File: config.mk
export PLATFORM = sky130hd
export DESIGN_NAME = editor_dato_display
export DESIGN_NICKNAME = d
export VERILOG_FILES = /design/src/rtl/editor_dato_display.sv
export SDC_FILE = /design/constraint.sdc
export NUM_CORES = 1
export LEC_CHECK = 0
export CAP_MARGIN = 10
export CORE_ASPECT_RATIO = 0.5
export CORE_MARGIN = 2
export CORE_UTILIZATION = 40
export CTS_BUF_LIST = sky130_fd_sc_hd__clkbuf_16
export DETAILED_ROUTE_END_ITERATION = 6
export PLACE_DENSITY = 0.61
export SLEW_MARGIN = 20
export SYNTH_ARGS = -nofsm -noshare
export SYNTH_HDL_FRONTEND = slang
export SYNTH_SLANG_ARGS = --single-unit
File: constraint.sdc
create_clock -name clk -period 2.3 [get_ports clk]
set_input_delay 0.46 -clock clk [delete_from_list [all_inputs] [get_ports clk]]
set_output_delay 0.46 -clock clk [all_outputs]
set_load 0.05 [all_outputs]
File: src/rtl/editor_dato_display.sv
// BCD time/date editor: six field registers, edit cursor, up/down stepping and an RTC write handshake.
// Optional month-aware day range enabled by defining EDITOR_DIAS_MES_EN.
module editor_dato_display #(
  parameter int N = 8,
  parameter int P = 2
) (
  input  logic         clk,
  input  logic         reset,
  input  logic         f1,
  input  logic         f2,
  input  logic         f3,
  input  logic         carga,
  input  logic         editar,
  input  logic         izq,
  input  logic         der,
  input  logic         sube,
  input  logic         baja,
  input  logic         guardar,
  input  logic         wr_ack,
  input  logic [N-1:0] dato_hora_in,
  input  logic [N-1:0] dato_min_in,
  input  logic [N-1:0] dato_seg_in,
  input  logic [N-1:0] dato_dia_in,
  input  logic [N-1:0] dato_mes_in,
  input  logic [N-1:0] dato_year_in,
  output logic [N-1:0] dato_hora,
  output logic [N-1:0] dato_min,
  output logic [N-1:0] dato_seg,
  output logic [N-1:0] dato_dia,
  output logic [N-1:0] dato_mes,
  output logic [N-1:0] dato_year,
  output logic [P-1:0] posicion,
  output logic         en_edicion,
  output logic         wr_req
);

  typedef enum logic [1:0] {IDLE, EDIT, WRITE} state_t;

  state_t         state_reg, state_next;
  logic           grupo_reg, grupo_next;
  logic [P-1:0]   pos_reg, pos_next;
  logic [N-1:0]   hora_reg, hora_next, min_reg, min_next, seg_reg, seg_next;
  logic [N-1:0]   dia_reg, dia_next, mes_reg, mes_next, year_reg, year_next;
  logic           unused_f2;

  assign unused_f2 = f2;

  // Out-of-range or non-BCD values snap to the field minimum on the first step.
  function automatic logic [N-1:0] bcd_step(input logic [N-1:0] v, input logic [N-1:0] lo,
                                            input logic [N-1:0] hi, input logic up);
    if (v[3:0] > 4'd9 || v[7:4] > 4'd9 || v < lo || v > hi) bcd_step = lo;
    else if (up) begin
      if (v == hi)              bcd_step = lo;
      else if (v[3:0] == 4'd9)  bcd_step = {v[7:4] + 4'd1, 4'd0};
      else                      bcd_step = v + 8'd1;
    end else begin
      if (v == lo)              bcd_step = hi;
      else if (v[3:0] == 4'd0)  bcd_step = {v[7:4] - 4'd1, 4'd9};
      else                      bcd_step = v - 8'd1;
    end
  endfunction

`ifdef EDITOR_DIAS_MES_EN
  // Leap test on the two-digit BCD year: tens parity decides which units are multiples of 4.
  function automatic logic [N-1:0] dias_mes(input logic [N-1:0] m, input logic [N-1:0] y);
    logic leap;
    leap = y[4] ? (y[3:0] == 4'd2 || y[3:0] == 4'd6)
                : (y[3:0] == 4'd0 || y[3:0] == 4'd4 || y[3:0] == 4'd8);
    case (m)
      8'h02:                      dias_mes = leap ? 8'h29 : 8'h28;
      8'h04, 8'h06, 8'h09, 8'h11: dias_mes = 8'h30;
      default:                    dias_mes = 8'h31;
    endcase
  endfunction

  function automatic logic [N-1:0] clamp(input logic [N-1:0] d, input logic [N-1:0] mx);
    clamp = (d > mx) ? mx : d;
  endfunction
`endif

  always_ff @(posedge clk or posedge reset) begin
    if (reset) begin
      state_reg <= IDLE;
      grupo_reg <= 1'b0;
      pos_reg   <= '0;
      hora_reg  <= 8'h00;
      min_reg   <= 8'h00;
      seg_reg   <= 8'h00;
      dia_reg   <= 8'h01;
      mes_reg   <= 8'h01;
      year_reg  <= 8'h00;
    end else begin
      state_reg <= state_next;
      grupo_reg <= grupo_next;
      pos_reg   <= pos_next;
      hora_reg  <= hora_next;
      min_reg   <= min_next;
      seg_reg   <= seg_next;
      dia_reg   <= dia_next;
      mes_reg   <= mes_next;
      year_reg  <= year_next;
    end
  end

  always_comb begin
    state_next = state_reg;
    grupo_next = grupo_reg;
    pos_next   = pos_reg;
    hora_next  = hora_reg;
    min_next   = min_reg;
    seg_next   = seg_reg;
    dia_next   = dia_reg;
    mes_next   = mes_reg;
    year_next  = year_reg;
    case (state_reg)
      IDLE: begin
        if (editar) begin
          state_next = EDIT;
          grupo_next = f1 | f3;
          pos_next   = '0;
        end else if (carga) begin
          hora_next = dato_hora_in;
          min_next  = dato_min_in;
          seg_next  = dato_seg_in;
          dia_next  = dato_dia_in;
          mes_next  = dato_mes_in;
          year_next = dato_year_in;
        end
      end
      EDIT: begin
        // A forced position 3 behaves like position 0.
        if (der && !izq) begin
          case (pos_reg)
            P'(1):   pos_next = P'(2);
            P'(2):   pos_next = P'(0);
            default: pos_next = P'(1);
          endcase
        end else if (izq && !der) begin
          case (pos_reg)
            P'(1):   pos_next = P'(0);
            P'(2):   pos_next = P'(1);
            default: pos_next = P'(2);
          endcase
        end
        if (sube != baja) begin
          if (grupo_reg) begin
            case (pos_reg)
              P'(1):   min_next  = bcd_step(min_reg, 8'h00, 8'h59, sube);
              P'(2):   seg_next  = bcd_step(seg_reg, 8'h00, 8'h59, sube);
              default: hora_next = bcd_step(hora_reg, 8'h00, 8'h23, sube);
            endcase
          end else begin
            case (pos_reg)
              P'(1): begin
                mes_next = bcd_step(mes_reg, 8'h01, 8'h12, sube);
`ifdef EDITOR_DIAS_MES_EN
                dia_next = clamp(dia_reg, dias_mes(mes_next, year_reg));
`endif
              end
              P'(2): begin
                year_next = bcd_step(year_reg, 8'h00, 8'h99, sube);
`ifdef EDITOR_DIAS_MES_EN
                dia_next  = clamp(dia_reg, dias_mes(mes_reg, year_next));
`endif
              end
              default: begin
`ifdef EDITOR_DIAS_MES_EN
                dia_next = bcd_step(dia_reg, 8'h01, dias_mes(mes_reg, year_reg), sube);
`else
                dia_next = bcd_step(dia_reg, 8'h01, 8'h31, sube);
`endif
              end
            endcase
          end
        end
        if (guardar) state_next = WRITE;
      end
      WRITE: begin
        if (wr_ack) state_next = IDLE;
      end
      default: state_next = IDLE;
    endcase
  end

  assign dato_hora  = hora_reg;
  assign dato_min   = min_reg;
  assign dato_seg   = seg_reg;
  assign dato_dia   = dia_reg;
  assign dato_mes   = mes_reg;
  assign dato_year  = year_reg;
  assign posicion   = pos_reg;
  assign en_edicion = (state_reg == EDIT);
  assign wr_req     = (state_reg == WRITE);

endmodule

# [After elaboration in Yosys (flattened, before gate mapping)]
# Index checks and enable logic that the tools add are counted.
[word_totals] regBits=53 latchBits=0 ram_bits=0 romBits=0 inputBits=61 out_inout_bits=52 elab_cells=215 mem_count=0
[op_classes] n_addsub=24 mul=0 div_mod_pow=0 magnitude_cmp=24 eq_ne=31 shifts=0 n_mux=82 n_bitwise=1 reduce_logical=44
[op_table] operator="$mux W8" n=66
[op_table] operator="$pmux W8 S2" n=6
[op_table] operator="$add A8 B1 Y8 const B" n=6
[op_table] operator="$gt A4 B4 Y1 const B" n=12
[op_table] operator="$lt A8 B1 Y1 const B" n=6
[op_table] operator="$sub A8 B1 Y8 const B" n=6
[op_table] operator="$reduce_and A6 Y1" n=6
[op_table] operator="$logic_not A8 Y1" n=4
[op_table] operator="$add A4 B1 Y4 const B" n=6
[op_table] operator="$eq A4 B4 Y1 const B" n=6
[op_table] operator="$logic_not A4 Y1" n=6
[op_table] operator="$sub A4 B1 Y4 const B" n=6
[op_table] operator="$logic_or A1 B1 Y1" n=18
[op_table] operator="$eq A8 B1 Y1 const B" n=2
[op_table] operator="$eq A8 B6 Y1 const B" n=2
[op_table] operator="$eq A8 B7 Y1 const B" n=2
[op_table] operator="$gt A8 B6 Y1 const B" n=2
[op_table] operator="$gt A8 B7 Y1 const B" n=2
[op_table] operator="$ne A2 B2 Y1 const B" n=7
[op_table] operator="$mux W2" n=6
[op_table] operator="$pmux W2 S2" n=3
[op_table] operator="$eq A8 B5 Y1 const B" n=1
[op_table] operator="$eq A8 B8 Y1 const B" n=1
[op_table] operator="$gt A8 B5 Y1 const B" n=1
[op_table] operator="15 further kinds" n=23

# [Depth between registers and ports, before layout]
# Gate-level depths: netlist of the first run.
[logic_depth] word_depth=9 mapped_depth=8 depth_no_buf=7

# [Least setup slack after synthesis of the first run]
# Ideal clock, no wire load.
[synth_path] path_kind="reg2reg" from="reg mes_reg[5] (netlist: dato_mes[5])" to="reg mes_reg[4] (netlist: dato_mes[4])" setup_ps=100 t_arrival_ps=2273 path_slack_ps=-72 stages_incl_launch_ff=9 n_path_buf=1 synth_period_minus_slack_ps=2372 cell_sequence="dfrtp_1 -> clkbuf_1 -> inv_1 -> ha_1 -> o31ai_1 -> nand3_1 -> a211oi_4 -> o311ai_1 -> a311oi_1"
[synth_via] elab_chain_cells=9 elab_cells_between_ends=16 cone_classes="order compare (3); eq/ne (2); mux (8); reduce/logical (3)"
[synth_lines] element="start: declaration" line_no="43" source="logic [N-1:0] dia_reg, dia_next, mes_reg, mes_next, year_reg, year_next;"
[synth_lines] element="start signal: assignment" line_no="100" source="mes_reg <= mes_next;"
[synth_lines] element="parallel branches: the longest is 4 deep, another holds $lt A8 B1 Y1"
[synth_lines] element="$mux W8 *" line_no="51" source="if (v[3:0] > 4'd9 || v[7:4] > 4'd9 || v < lo || v > hi) bcd_step = lo;"
[synth_lines] element="$mux W8 *" line_no="153" source="case (pos_reg)"
[synth_lines] element="$mux W8 *" line_no="146" source="if (grupo_reg) begin"
[synth_lines] element="$mux W8 *" line_no="145" source="if (sube != baja) begin"
[synth_lines] element="$pmux W8 S2 *" line_no="115" source="case (state_reg)"
# Mark *: on every way between the ends. The select of a mux whose other input is x is not followed.
# A chain may end at the register's enable or synchronous reset.

# [Worst setup path in the final report of the first run]
[layout_path] from="reg dia_reg[0] (netlist: dato_dia[0])" to="out dato_dia[0]"
[layout_lines] element="start: declaration" line_no="43"
[layout_lines] element="start signal: assignment" line_no="99" source="dia_reg <= dia_next;"
[layout_lines] element="end: declaration" line_no="29" source="output logic [N-1:0] dato_dia,"
# No word-level cell between the ends.

==> results of run 1 <==
-- cells by family (layout without fill, tap and decap cells) --
group	after synthesis	after routing	synth area share [%]
muxes	16	16	3.163
buffers and inverters	98	217	6.739
adders and majority gates	39	39	8.506
and+or+nand+nor	284	284	25.52
DFF	53	53	23.16
xor gates and xnor gates	12	12	1.832
AOI/OAI and AO/OA	256	256	31.08
-- worst min path at each step --
| stage | startpoint | endpoint | slack (ns) | cells past startpoint |
|---|---|---|---|---|
| final | reset | dato_year[6]$_DFFE_PP0P_ | 0.49 | 2 |
| after global routing | reset | dato_year[7]$_DFFE_PP0P_ | 0.52 | 2 |
| after floorplan | state_reg[1]$_DFFE_PP0P_ | state_reg[0]$_DFFE_PP0P_ | 0.54 | 2 |
| after global placement | dato_dia[7]$_DFFE_PP0P_ | dato_dia[7]$_DFFE_PP0P_ | 0.54 | 2 |
| after CTS | reset | dato_year[6]$_DFFE_PP0P_ | 0.50 | 2 |
| after detailed placement | dato_dia[7]$_DFFE_PP0P_ | dato_dia[7]$_DFFE_PP0P_ | 0.56 | 2 |
-- metrics by stage --
step	total power [W]	setup WS (ns)
2_1_floorplan	0.008019	0.04495
3_3_place_gp	0.01068	0.09841
3_5_place_dp	0.01073	0.09057
4_1_cts	0.01164	0.002677
5_1_grt	0.01263	0.001576
6_report	0.01164	0.05205
-- report_power, final --
group	switching (W)	internal, W
Combinational	0.00503	0.00335
Sequential	0.000984	0.00142
Clock	0.000356	0.000507
-- metal layers --
layer	part of all wire, %	vias up	wire length (µm)
met5	0	-	0
met4	1.1	0	189
met1	49	2957	8672
li1	-	3059	-
met3	5.1	14	898
met2	45	206	7899
-- cells in the final DEF, fill, tap and decap left out, types with 7 or more instances in the layout --
cell	synthesis	routed
a211oi_1	7	7
buf_4	0	63
nand2_1	54	54
dfrtp_1	51	47
nand3_1	45	45
and3_1	7	7
or4_1	7	7
o31ai_1	7	7
xnor2_1	8	8
inv_1	40	40
a31oi_1	13	13
a22oi_1	8	8
nor3_1	9	9
and3b_1	7	7
a221oi_1	8	8
o21bai_1	8	8
nand2b_1	12	11
ha_1	39	39
mux2_2	7	7
nand3b_1	7	7
nor2b_1	12	12
and2_1	7	7
o21a_1	10	10
o21ai_0	42	42
a32oi_1	7	7
o211ai_1	19	19
a21oi_1	44	44
clkdlybuf4s50_1	0	96
o21ai_1	11	11
mux2i_1	8	8
nor2_1	76	76
nand4_1	7	7
-- layout make-up --
cell class                      count  share of cell area [%]
Clock buffer                        5                   1.670
Clock inverter                      3                  0.5011
Inverter                           41                   2.054
Multi-Input combinational cell    607                   53.82
Sequential cell                    53                   17.81
Tap cell                          192                   3.207
Timing Repair Buffer              168                   20.95
-- what timing repair did --
item                                   4_1_cts  5_1_grt
hold buffers                                 0        0
setup endpoints to repair                    0        5
gates resized for setup                      0        5
setup buffers                                0        0
endpoints found under the hold margin        0        0
==> reports/metrics.cfg, run 1 <==
[critical_path]
critical_path_depth = 1
worst-path-buf-inv = 1
crit_family = buffers and inverters
critPathLaunchType = flip-flop
critPathSlowestCell = clkdlybuf4s50_1
reg2reg_to = dato_seg[3]$_DFFE_PP0P_
endpoint = dato_dia[0]
crit_fanout = 13
worst_ep_arrival_time_ns = 1.79
reg2reg_slack_ns = 0.23
crit_type = reg2out
end_kind = primary output
r2r_cells = 8
slowest_delay_ns = 0.84
path_cells = clkdlybuf4s50_1
crit_start = dato_dia[0]$_DFFE_PP1P_
r2r-start = dato_seg[5]$_DFFE_PP0P_
cp_data_required_time_ns = 1.84

[global_route]
overflow = 0
grtUsageMet1_pct = 32.97
grt_pass1_wl_um = 29170
use_met2_pct = 37.71
top_usage_layer = met2
antenna_found_initial = 0
grt_pass1_vias = 5695
grt_max_degree = 34
use_met3_pct = 3.093
grt_usage_pct = 23.07

[sta]
slew_headroom_pct = 59.88
finalSetupTns_ns = 0
fin_worst_skew_ns = 0.004879
fmax_mhz = 444.9
fin_crit_ns = 2.248
rsz0062_at_grt = false
hold_viol_final = 0
post-route-period-util_pct = 97.74
drv_slew = 0
setup_viol = 0
tightest_slew_ns = 0.6018
fin_worst_hold_slack_ns = 0.4921

[floorplan]
start_util_pct = 41.64
fp.coreArea_um2 = 13780
dieArea_um2 = 15370
die_h_um = 88.68
die_x_um = 173.4
io_pins = 113
core.rowCount = 30

[drt]
ant_nets = 0
drt_iter0_drc = 469
drc = 0
dr.pass1.iters = 5
vias_per_cell = 5.833
routedWlPerCell_um = 16.52
num_vias = 6236
postRouteWirelength_um = 17660

[synthesis]
syn_avg_cell_area_um2 = 7.568
synth_edf_count = 0
netlist_area_um2 = 5737
ys_types = 79
yosysSeqAreaShare_pct = 23.16
synth_top_area_share_pct = 22.25
synthArstFlopShare_pct = 100.0
yosysMostFrequentCell = nor2_1
synth.area.top_cells = dfrtp_1 (22%), ha_1 (8.5%), nor2_1 (5.0%), nand3_1 (3.9%), a21oi_1 (3.8%)
ys_seq_elements = 53
yosysWarnings = 0
yosys-top-cells-count = nor2_1 (76), nand2_1 (54), dfrtp_1 (51)
synth_top_flop_cell = dfrtp_1
syn-num-nets = 858
synthCells = 758
synth_area_leader_cell = dfrtp_1

[finish]
utilization_pct = 54.38
multi_input_area_um2 = 4031
syn_to_final_growth_pct = 30.58
layoutNonFillerInstCount = 1069
design_area_um2 = 7491
drive_gt1_share_pct = 12.31
seq_area_um2 = 1334
antenna_cells = 0
fill_cells = 1318
finalNetCount = 976

[outcome]
status = completed

[placement]
gp_congestion = 0.9352
portBuffers = 111
placed_cell_area_um2 = 7311
placed_cells_incl_taps = 1061
post-dp-hpwl_um = 13110

[clock_tree]
cts_htree_levels = 2
clk_pin_slew_ns = 0.07
insertion_delay_ns = 0.29
cts_root_buf = clkbuf_16
numCtsBuffers = 5
clockBufferDepth = 2
cts_sinks = 53
cts_tree = yes

[power_and_ir_drop]
peakVddDrop_v = 0.0006604
power.leakage_nw = 3.058
powerDensity_nw_per_um2 = 1554

[min_path]
hp-class = in2async

[flow_run]
drv_cap = 0

(Power assumes the default switching activity.)
==> inputs of run 2 (changes only) <==
--- a/config.mk
+++ b/config.mk
@@ -11,7 +11,8 @@
 export CORE_UTILIZATION = 40
 export CTS_BUF_LIST = sky130_fd_sc_hd__clkbuf_16
 export DETAILED_ROUTE_END_ITERATION = 6
-export PLACE_DENSITY = 0.61
+export DONT_BUFFER_PORTS = 1
+export PLACE_DENSITY = 0.51
 export SLEW_MARGIN = 20
 export SYNTH_ARGS = -nofsm -noshare
 export SYNTH_HDL_FRONTEND = slang
==> reports/metrics.cfg, run 2 (synthesis results as in run 1) <==
[critical_path]
reg2reg_slack_ns = 0.23
reg2reg_to = dato_year[4]$_DFFE_PP0P_
critPathSlowestCell = or3_1
critPathLaunchType = flip-flop
cp_data_required_time_ns = 2.44
worst_ep_arrival_time_ns = 2.21
path_cells = inv_1 > ha_1 > nand3b_1 > or3_1 > a21o_1 > a32oi_1 > o22ai_1
crit_start = dato_year[1]$_DFFE_PP0P_
r2r-start = dato_year[1]$_DFFE_PP0P_
r2r_cells = 7
crit_type = reg2reg
slowest_delay_ns = 0.47
endpoint = dato_year[4]$_DFFE_PP0P_
crit_fanout = 5
end_kind = flip-flop

[power_and_ir_drop]
power.leakage_nw = 2.677
power_w = 0.01107
powerDensity_nw_per_um2 = 1700
peakVddDrop_v = 0.0006017

[placement]
gp_congestion = 0.9037
post-dp-hpwl_um = 13400
portBuffers = 0

[clock_tree]
cts_tree = yes
clockBufferDepth = 2
cts_root_buf = clkbuf_16
cts_setup_buffers = 0
cts_sinks = 53
insertion_delay_ns = 0.30
cts_htree_levels = 2
clk_pin_slew_ns = 0.08
numCtsBuffers = 5

[sta]
hold_viol_final = 0
tightest_slew_ns = 0.8115
slew_headroom_pct = 45.54
finalSetupTns_ns = 0
drv_slew = 0
setup_viol = 0
fin_crit_ns = 2.072
post-route-period-util_pct = 90.09
rsz0062_at_grt = false
fmax_mhz = 482.6
fin_worst_skew_ns = 0.006821

[flow_run]
drv_cap = 0

[finish]
final_common_cell = buf_4
syn_to_final_growth_pct = 13.46
final_cell_mix = buf_4 (82), nor2_1 (76), nand2_1 (54), dfrtp_1 (47), nand3_1 (45)
fill_cells = 1440
utilization_pct = 47.25
seq_area_um2 = 1334
drive_gt1_share_pct = 15.42
antenna_cells = 0
multi_input_area_um2 = 4029
finalNetCount = 890

[floorplan]
die_h_um = 88.68
fp.coreArea_um2 = 13780
core.rowCount = 30
dieArea_um2 = 15370
die_x_um = 173.4
io_pins = 113
start_util_pct = 41.64

[global_route]
grt_pass1_vias = 5589
antenna_found_initial = 0
grt_usage_pct = 23.80
grt_max_degree = 73
grt_pass1_wl_um = 29630
overflow = 0

[drt]
num_vias = 5957
postRouteWirelength_um = 18150
routedWlPerCell_um = 18.46
ant_nets = 0
vias_per_cell = 6.060
dr.pass1.iters = 5
drc = 0
drt_iter0_drc = 550

[outcome]
status = completed

[min_path]
hp-class = in2async

## run 2: routing by layer
layer	global-route usage [%]	wire, µm	part of all wire (%)
met3	5.369	1288	7.1
met5	0	0	0
met2	39.20	8060	44
met1	32.98	8716	48
met4	3.313	85	0.47
## run 2: final cells by class
| class | count | share of cell area [%] |
|---|---|---|
| Multi-Input combinational cell | 607 | 61.90 |
| Inverter | 41 | 2.364 |
| Clock inverter | 3 | 0.1730 |
| Tap cell | 192 | 3.691 |
| Sequential cell | 53 | 20.49 |
| Clock buffer | 5 | 1.922 |
| Timing Repair Buffer | 82 | 9.458 |
## run 2: how the worst min path moves through the flow
stage / from / to / slack, ns / cells after the start
floorplan: state_reg[1]$_DFFE_PP0P_ / state_reg[0]$_DFFE_PP0P_ / 0.54 / 2
global placement: reset / dato_seg[3]$_DFFE_PP0P_ / 0.55 / 1
detailed placement: reset / dato_seg[3]$_DFFE_PP0P_ / 0.54 / 1
CTS: reset / dato_seg[3]$_DFFE_PP0P_ / 0.22 / 1
global route: reset / dato_seg[3]$_DFFE_PP0P_ / 0.24 / 1
finish: reset / dato_seg[3]$_DFFE_PP0P_ / 0.19 / 1
## run 2: worst max-delay path: cells and delay by family (launching register included)
family          cells  cell delay, ns
simple gates        2            0.68
buf+inv             1            0.11
fa+ha+maj           1            0.26
compound gates      3            0.49
flops               1            0.38
## run 2: what timing repair did
item,CTS,global route
hold buffers,0,0
endpoints found under the setup margin,0,3
gates resized for setup,0,2
## run 2: per-stage QoR
step,std cells,setup slack [ns],cell area [µm²],hold WS (ns)
after floorplan,758,0.04495,5742,0.5411
after global placement,975,0.1943,6367,0.5530
after detailed placement,975,0.1337,6367,0.5448
after CTS,983,0.1109,6504,0.2158
after global routing,983,0.004493,6509,0.2371
final,983,0.2280,6509,0.1896
## run 2: report_power, final
part / leakage [nW] / switching (W) / internal (W)
Clock: 0.0738 / 0.000382 / 0.000395
Sequential: 0.622 / 0.000662 / 0.00142
Combinational: 1.98 / 0.00535 / 0.00285
==> inputs of run 3 (changes only) <==
--- a/config.mk
+++ b/config.mk
@@ -7,7 +7,6 @@
 export LEC_CHECK = 0
 export CAP_MARGIN = 10
 export CORE_ASPECT_RATIO = 0.5
-export CORE_MARGIN = 2
 export CORE_UTILIZATION = 40
 export CTS_BUF_LIST = sky130_fd_sc_hd__clkbuf_16
 export DETAILED_ROUTE_END_ITERATION = 6
==> reports/metrics.cfg, run 3 (synthesis results as in run 1) <==
[finish]
finalNetCount = 891
syn_to_final_growth_pct = 13.91
design_area_um2 = 6535
final_common_cell = buf_4
antenna_cells = 0
seq_area_um2 = 1334
fill_cells = 1396
drive_gt1_share_pct = 15.91
multi_input_area_um2 = 4029
final_cell_mix = buf_4 (82), nor2_1 (76), nand2_1 (54), dfrtp_1 (47), nand3_1 (45)

[sta]
setup_viol = 0
fin_crit_ns = 2.095
fmax_mhz = 477.2
fin_worst_skew_ns = 0.01293
hold_viol_final = 0
finalSetupTns_ns = 0
post-route-period-util_pct = 91.10
drv_slew = 0
rsz0062_at_grt = false
tightest_slew_ns = 0.8062
slew_headroom_pct = 46.06

[floorplan]
start_util_pct = 41.64
io_pins = 113
fp.coreArea_um2 = 13780
die_x_um = 171.4
core.rowCount = 30
dieArea_um2 = 14850
die_h_um = 86.68

[drt]
ant_nets = 0
num_vias = 5925
vias_per_cell = 6.021
postRouteWirelength_um = 18060
drt_iter0_drc = 398
dr.pass1.iters = 5
routedWlPerCell_um = 18.35
drc = 0

[global_route]
overflow = 0
grt_pass1_wl_um = 29120
antenna_found_initial = 0
grt_usage_pct = 24.67
grt_max_degree = 73
grt_pass1_vias = 5586

[clock_tree]
cts_setup_buffers = 0
ctsHoldBuffers = 0
post_cts_resized = 0
cts_root_buf = clkbuf_16
insertion_delay_ns = 0.31
cts_htree_levels = 2
clockBufferDepth = 2
clk_pin_slew_ns = 0.09
cts_tree = yes
cts_sinks = 53
numCtsBuffers = 5

[critical_path]
worst_ep_arrival_time_ns = 2.31
critPathLaunchType = flip-flop
cp_data_required_time_ns = 2.51
crit_fanout = 5
crit_start = dato_mes[4]$_DFFE_PP0P_
end_kind = flip-flop
r2r-start = dato_mes[4]$_DFFE_PP0P_
crit_type = reg2reg

[placement]
gp_congestion = 0.9122
post-dp-hpwl_um = 13210
portBuffers = 0
placed_cell_area_um2 = 6387

[min_path]
hp-class = in2async

[flow_run]
drv_cap = 0

[power_and_ir_drop]
peakVddDrop_v = 0.0006056
powerDensity_nw_per_um2 = 1705
power.leakage_nw = 2.681

[outcome]
status = completed

==> run 3: where the power goes <==
| part | leakage, nW | switching [W] | internal, W |
|---|---|---|---|
| clock | 0.0696 | 0.000417 | 0.000403 |
| sequential | 0.622 | 0.000669 | 0.00142 |
| combinational | 1.99 | 0.00534 | 0.00288 |
| total | 2.68 | 0.00643 | 0.00471 |
==> run 3: area by class of cell <==
class	instances	area share, %
Inverter	41	2.355
Clock buffer	5	1.915
Tap cell	192	3.676
Multi-Input combinational cell	607	61.65
Clock inverter	3	0.2680
Sequential cell	53	20.41
Timing Repair Buffer	83	9.726
==> run 3: stage by stage <==
stage                     hold WS (ns)  instances  utilization [%]  setup slack (ns)  total power, W
after floorplan                 0.5411        758                -           0.04495        0.008019
after global placement          0.4314        976            46.37            0.1824         0.01021
after detailed placement        0.4413        976            46.37            0.1658         0.01026
after CTS                       0.1024        984            47.40            0.1387         0.01113
after global routing            0.1129        984            47.44           0.03090         0.01209
final                          0.08906        984            47.44            0.2046         0.01114
==> run 3: final timing paths <==
path	to	slack [ns]	cells past startpoint
max	dato_mes[4]$_DFFE_PP0P_	0.20	7
min	dato_seg[3]$_DFFE_PP0P_	0.09	2
max reg2reg	dato_mes[4]$_DFFE_PP0P_	0.20	7
min reg2reg	dato_mes[0]$_DFFE_PP1P_	0.57	2
max in group asynchronous	dato_mes[0]$_DFFE_PP1P_	1.89	2
min in group clk	state_reg[1]$_DFFE_PP0P_	0.28	1
==> run 3: per-layer routing <==
layer	vias up	wire (µm)	GRT usage, %	share of wire (%)
met1	2846	8694	35.03	48
met4	0	55	3.571	0.30
met3	6	1396	6.027	7.7
met2	190	7914	38.43	44
li1	2883	-	-	-
met5	-	0	0	0
==> run 3: worst max-delay path, stage by stage (launching register included) <==
cell and delay, ns:
dfrtp_1 0.43, inv_1 0.11, ha_1 0.27, o21bai_1 0.11, a211o_1 0.34, a211oi_4 0.31, o311ai_1 0.17, a311oi_1 0.26
